===== config.mk =====
export PLATFORM = sky130hd
export DESIGN_NAME = hit_timestamper
export DESIGN_NICKNAME = d
export VERILOG_FILES = /design/src/rtl/hit_timestamper.sv
export SDC_FILE = /design/constraint.sdc
export NUM_CORES = 1
export LEC_CHECK = 0
export ABC_AREA = 1
export CORE_ASPECT_RATIO = 0.5
export CORE_MARGIN = 3
export CORE_UTILIZATION = 64
export CTS_BUF_LIST = sky130_fd_sc_hd__clkbuf_8 sky130_fd_sc_hd__clkbuf_16
export DETAILED_ROUTE_END_ITERATION = 7
export PLACE_DENSITY_LB_ADDON = 0.12
export SLEW_MARGIN = 10
export SYNTH_ARGS = -nofsm -noshare
export SYNTH_HDL_FRONTEND = slang
export SYNTH_SLANG_ARGS = --single-unit

===== constraint.sdc =====
create_clock -name clk -period 5.9 [get_ports clk]
set_input_delay 1.18 -clock clk [delete_from_list [all_inputs] [get_ports clk]]
set_output_delay 1.18 -clock clk [all_outputs]
set_load 0.1 [all_outputs]

===== src/rtl/hit_timestamper.sv =====
// Captures hits from an external SR latch, stamps them with a free-running coarse
// counter and queues the stamps in a first-word fall-through FIFO.
module hit_timestamper #(
  parameter int CNT_W      = 16,
  parameter int FIFO_DEPTH = 4,
  parameter int HOLDOFF    = 2
) (
  input  logic             clk,
  input  logic             rst_n,
  input  logic             hit_q,
  output logic             latch_rst,
  output logic [CNT_W-1:0] ts_data,
  output logic             ts_valid,
  input  logic             ts_ready,
  output logic             dropped,
  output logic             wrap
);

  localparam int AW = $clog2(FIFO_DEPTH);
  localparam int HW = (HOLDOFF > 1) ? $clog2(HOLDOFF) : 1;
  localparam logic [HW-1:0] HOLD_LAST = HW'((HOLDOFF > 0) ? HOLDOFF - 1 : 0);

  typedef enum logic [1:0] {
    S_IDLE,
    S_CAPTURE,
    S_CLEAR,
    S_HOLD
  } state_t;

  logic             sync_meta_reg;
  logic             hit_s;
  logic [CNT_W-1:0] cnt_reg;
  logic             wrap_reg;

  state_t           state_reg, state_next;
  logic [HW-1:0]    hold_reg, hold_next;
  logic [CNT_W-1:0] stamp_reg, stamp_next;
  logic             latch_rst_reg;
  logic             dropped_reg;
  logic             push;
  logic             drop;

  logic [CNT_W-1:0] mem [FIFO_DEPTH];
  logic [AW:0]      wr_ptr_reg;
  logic [AW:0]      rd_ptr_reg;
  logic [AW:0]      rd_succ;
  logic [CNT_W-1:0] ts_data_reg;
  logic             empty;
  logic             full;
  logic             pop;

  // hit_q is asynchronous; only hit_s is used below
  always_ff @(posedge clk) begin
    if (!rst_n) begin
      sync_meta_reg <= 1'b0;
      hit_s         <= 1'b0;
    end else begin
      sync_meta_reg <= hit_q;
      hit_s         <= sync_meta_reg;
    end
  end

  always_ff @(posedge clk) begin
    if (!rst_n) begin
      cnt_reg  <= '0;
      wrap_reg <= 1'b0;
    end else begin
      cnt_reg  <= cnt_reg + CNT_W'(1);
      wrap_reg <= &cnt_reg;
    end
  end

  always_comb begin
    state_next = state_reg;
    hold_next  = hold_reg;
    stamp_next = stamp_reg;
    push       = 1'b0;
    drop       = 1'b0;
    case (state_reg)
      S_IDLE: begin
        if (hit_s) begin
          stamp_next = cnt_reg;
          state_next = S_CAPTURE;
        end
      end
      S_CAPTURE: begin
        // a same-cycle pop frees the slot, so a full FIFO still accepts the stamp
        if (!full || pop) begin
          push = 1'b1;
        end else begin
          drop = 1'b1;
        end
        state_next = S_CLEAR;
      end
      S_CLEAR: begin
        if (!hit_s) begin
          hold_next  = '0;
          state_next = (HOLDOFF == 0) ? S_IDLE : S_HOLD;
        end
      end
      S_HOLD: begin
        if (hold_reg == HOLD_LAST) begin
          state_next = S_IDLE;
        end else begin
          hold_next = hold_reg + HW'(1);
        end
      end
      default: state_next = S_CLEAR;
    endcase
  end

  always_ff @(posedge clk) begin
    if (!rst_n) begin
      state_reg     <= S_CLEAR;
      hold_reg      <= '0;
      stamp_reg     <= '0;
      latch_rst_reg <= 1'b1;
      dropped_reg   <= 1'b0;
    end else begin
      state_reg     <= state_next;
      hold_reg      <= hold_next;
      stamp_reg     <= stamp_next;
      latch_rst_reg <= (state_next == S_CLEAR);
      if (drop) begin
        dropped_reg <= 1'b1;
      end
    end
  end

  assign empty   = (wr_ptr_reg == rd_ptr_reg);
  assign full    = (wr_ptr_reg[AW] != rd_ptr_reg[AW]) &&
                   (wr_ptr_reg[AW-1:0] == rd_ptr_reg[AW-1:0]);
  assign pop     = !empty && ts_ready;
  assign rd_succ = rd_ptr_reg + (AW + 1)'(1);

  always_ff @(posedge clk) begin
    if (push) begin
      mem[wr_ptr_reg[AW-1:0]] <= stamp_reg;
    end
  end

  always_ff @(posedge clk) begin
    if (!rst_n) begin
      wr_ptr_reg <= '0;
      rd_ptr_reg <= '0;
    end else begin
      if (push) begin
        wr_ptr_reg <= wr_ptr_reg + (AW + 1)'(1);
      end
      if (pop) begin
        rd_ptr_reg <= rd_succ;
      end
    end
  end

  // Head register: loads the incoming stamp when it becomes the head, else the next entry
  always_ff @(posedge clk) begin
    if (!rst_n) begin
      ts_data_reg <= '0;
    end else if (push && (empty || (pop && rd_succ == wr_ptr_reg))) begin
      ts_data_reg <= stamp_reg;
    end else if (pop && rd_succ != wr_ptr_reg) begin
      ts_data_reg <= mem[rd_succ[AW-1:0]];
    end
  end

  assign latch_rst = latch_rst_reg;
  assign ts_data   = ts_data_reg;
  assign ts_valid  = !empty;
  assign dropped   = dropped_reg;
  assign wrap      = wrap_reg;

endmodule


==> impl_results.md <==
* Outcome: completed
* Post-Syn Area at 5305 um^2
* P per Cell Area at 402.4 nW/um^2
* TritonCTS clock tree: yes
* Crit path max fanout at 35
* Most frequent cells in the layout: 78 x o21ai_0, 76 x nand2_1, 73 x nor2_1
* Cell variety after synth at 31
* Number of H-tree levels at 4
* Worst setup path category: flop to primary output
* Multi-input logic area at 1778 um^2
* Initial DRC Count at 380
* Most common cell after layout, fill and taps aside: o21ai_0
* Post-CTS sizing at 0
* Std-Cell Rows at 22
* Final worst path period need at 3.825 ns
* Clk pwr share at 44.1%
* Global-route usage over all layers at 26.40%
* CP Data Arrival Time at 2.64 ns
* Routed wire length at 12040 um
* Port bufs at 23
* Fillers at 483
* Max Clk Rate at 0.2615 GHz
* Worst Setup Start Kind: flop
* Data required time of the worst path at 4.72 ns
* Final instance area at 6182 um^2
* RePlAce Congestion at 0.8535
* Largest register FFs at 64
* Final net count at 595
* Post-CTS Setup Inserts at 0
* Yosys warns at 0
* Synthesis-stage register bit count at 126
* DRC viols at 0
* RSZ-0062 raised after global routing: false
* Fin crit share at 64.82%
* Post-route setup TNS at 0 ns
* Die Wd at 134.8 um
* Sw Share at 28.56%
* Core Box Area at 7680 um^2
* Die height at 70.38 um
* Clock skew at 0.006308 ns
* Seq. cell area at 3163 um^2
* NetSw at 0.7106 mW
* First-pass iteration count of the detailed router at 4
* Initial core utilization at 69.08%
* Initial antenna violation count at 0
* Die Footprint at 9484 um^2
* Maximum VDD drop at 283.0 uV
* Max Transition Viols Final at 0
* Via count at 3996
* Syn Inst Count at 565
* Via density at 5.660
* Commonest register cell after synthesis: edfxtp_1
* Measured slew at the worst slew-check pin at 0.9722 ns
* First-pass GRT wire length at 18910 um
* Leakage at 2.341 nW
* Layout cells sized above 1 at 10.20%
* Vias in the first global route at 3703
* Clock buffer depth at 2
* # hold bufs at CTS at 0
* Post-synthesis sequential area ratio at 59.62%
* Final setup vio count at 0
* Avg Inst Size Synth at 9.390 um^2
* CTS clock-pin slew for the worst setup and hold paths at 0.05 ns
* Util after Layout at 80.50%
* Largest net degree at the start of global routing at 41
* Worst slew margin at 34.98%
* Area grow syn2layout at 16.53%
* Hpwl dp at 7415 um
* Worst hold path type: flop to flop
* Diode count at 0
* Cell internal pwr at 1.777 mW
* CTS Buf Count at 17
* Placed cell area at 5550 um^2
* Hold_ws at 0.4147 ns
* Combinational share of power at 17.6%
* IO Pins at 24
* Max-Cap Viols at 0
* Total gr overflow at 0
* DR WL/cell at 17.06 um
* Crit. End Element: primary output
* Root Buffer: clkbuf_16
* Syn_nets at 575
* Post-synth EDFFs at 64
* Seq pwr share at 38.3%
* Worst-Skew Late Latency at 0.41 ns
* Clock Sinks at 126
* Ys async rst share at 0%
* Final hold violations at 0
* Antenna viol nets, final at 0
## worst paths after layout
kind | endpoint | start | slack (ns) | depth (start not counted)
max | ts_valid | rd_ptr_reg[0] | 2.08 | 6
min | hit_s | sync_meta_reg | 0.41 | 2
max reg2reg | ts_data[11] | rd_ptr_reg[0] | 3.01 | 11
min reg2reg | hit_s | sync_meta_reg | 0.41 | 2
## layout make-up
type / instances / share of cell area [%]
Clock buffer: 20 / 7.549
Multi-Input combinational cell: 359 / 28.76
Inverter: 53 / 3.339
Timing Repair Buffer: 28 / 4.331
Tap cell: 108 / 2.186
Clock inverter: 12 / 2.672
Sequential cell: 126 / 51.16
## critical path: stages, from the launching register on
cell	delay (ns)
dfxtp_1	0.30
buf_4	0.36
inv_6	0.17
nand2_4	0.10
nand2_4	0.07
nand3_4	0.09
clkdlybuf4s50_1	1.14
## cell families (layout without fill, tap and decap cells)
kind of cell    count (synthesis)  in the layout  share of synthesized area (%)
simple gates                  225            225                          19.25
buf+inv                        80            113                          6.863
compound gates                127            127                          12.69
flops                         126            126                          59.62
xor+xnor                        1              1                         0.1651
fa+ha+maj                       6              6                          1.415
## through the flow
step / setup WS (ns) / power [mW] / std cells
after floorplan: 3.293 / 1.300 / 565
after global placement: 2.517 / 1.389 / 674
after detailed placement: 2.503 / 1.395 / 674
after CTS: 2.065 / 2.488 / 706
after global routing: 1.989 / 2.566 / 706
final: 2.075 / 2.488 / 706
## power groups by stage
| stage | combinational [mW] | sequential (mW) | clock [mW] |
|---|---|---|---|
| 6_report | 0.438 | 0.953 | 1.10 |
| 5_1_grt | 0.469 | 0.955 | 1.14 |
| 4_1_cts | 0.433 | 0.952 | 1.10 |
| 3_5_place_dp | 0.426 | 0.970 | 0 |
| 3_3_place_gp | 0.420 | 0.969 | 0 |
| 2_1_floorplan | 0.206 | 1.09 | 0 |
## routing by layer
layer  up-vias  wire length [um]  GRT usage, %
li1       1950                 -             -
met1      1892              5581         37.14
met2       141              5183         38.46
met3        13              1172         9.928
met4         0               105         7.223
met5         -                 0             0
## cells in the mapped netlist, types with 4 or more instances
library cell	instances	area [um^2]
buf_6	5	56.30
a21oi_1	40	200.2
nor2_1	73	274.0
nand3_1	49	245.2
o21ai_0	78	390.4
nand2_4	5	56.30
nand2_2	4	25.02
a21oi_2	5	43.79
clkbuf_1	12	45.04
nand2_1	76	285.3
dfxtp_1	62	1241
buf_4	4	30.03
nor3_1	8	40.04
edfxtp_1	64	1922
ha_1	6	75.07
inv_1	49	183.9
nand3_2	4	40.04
(Power assumes the default switching activity.)
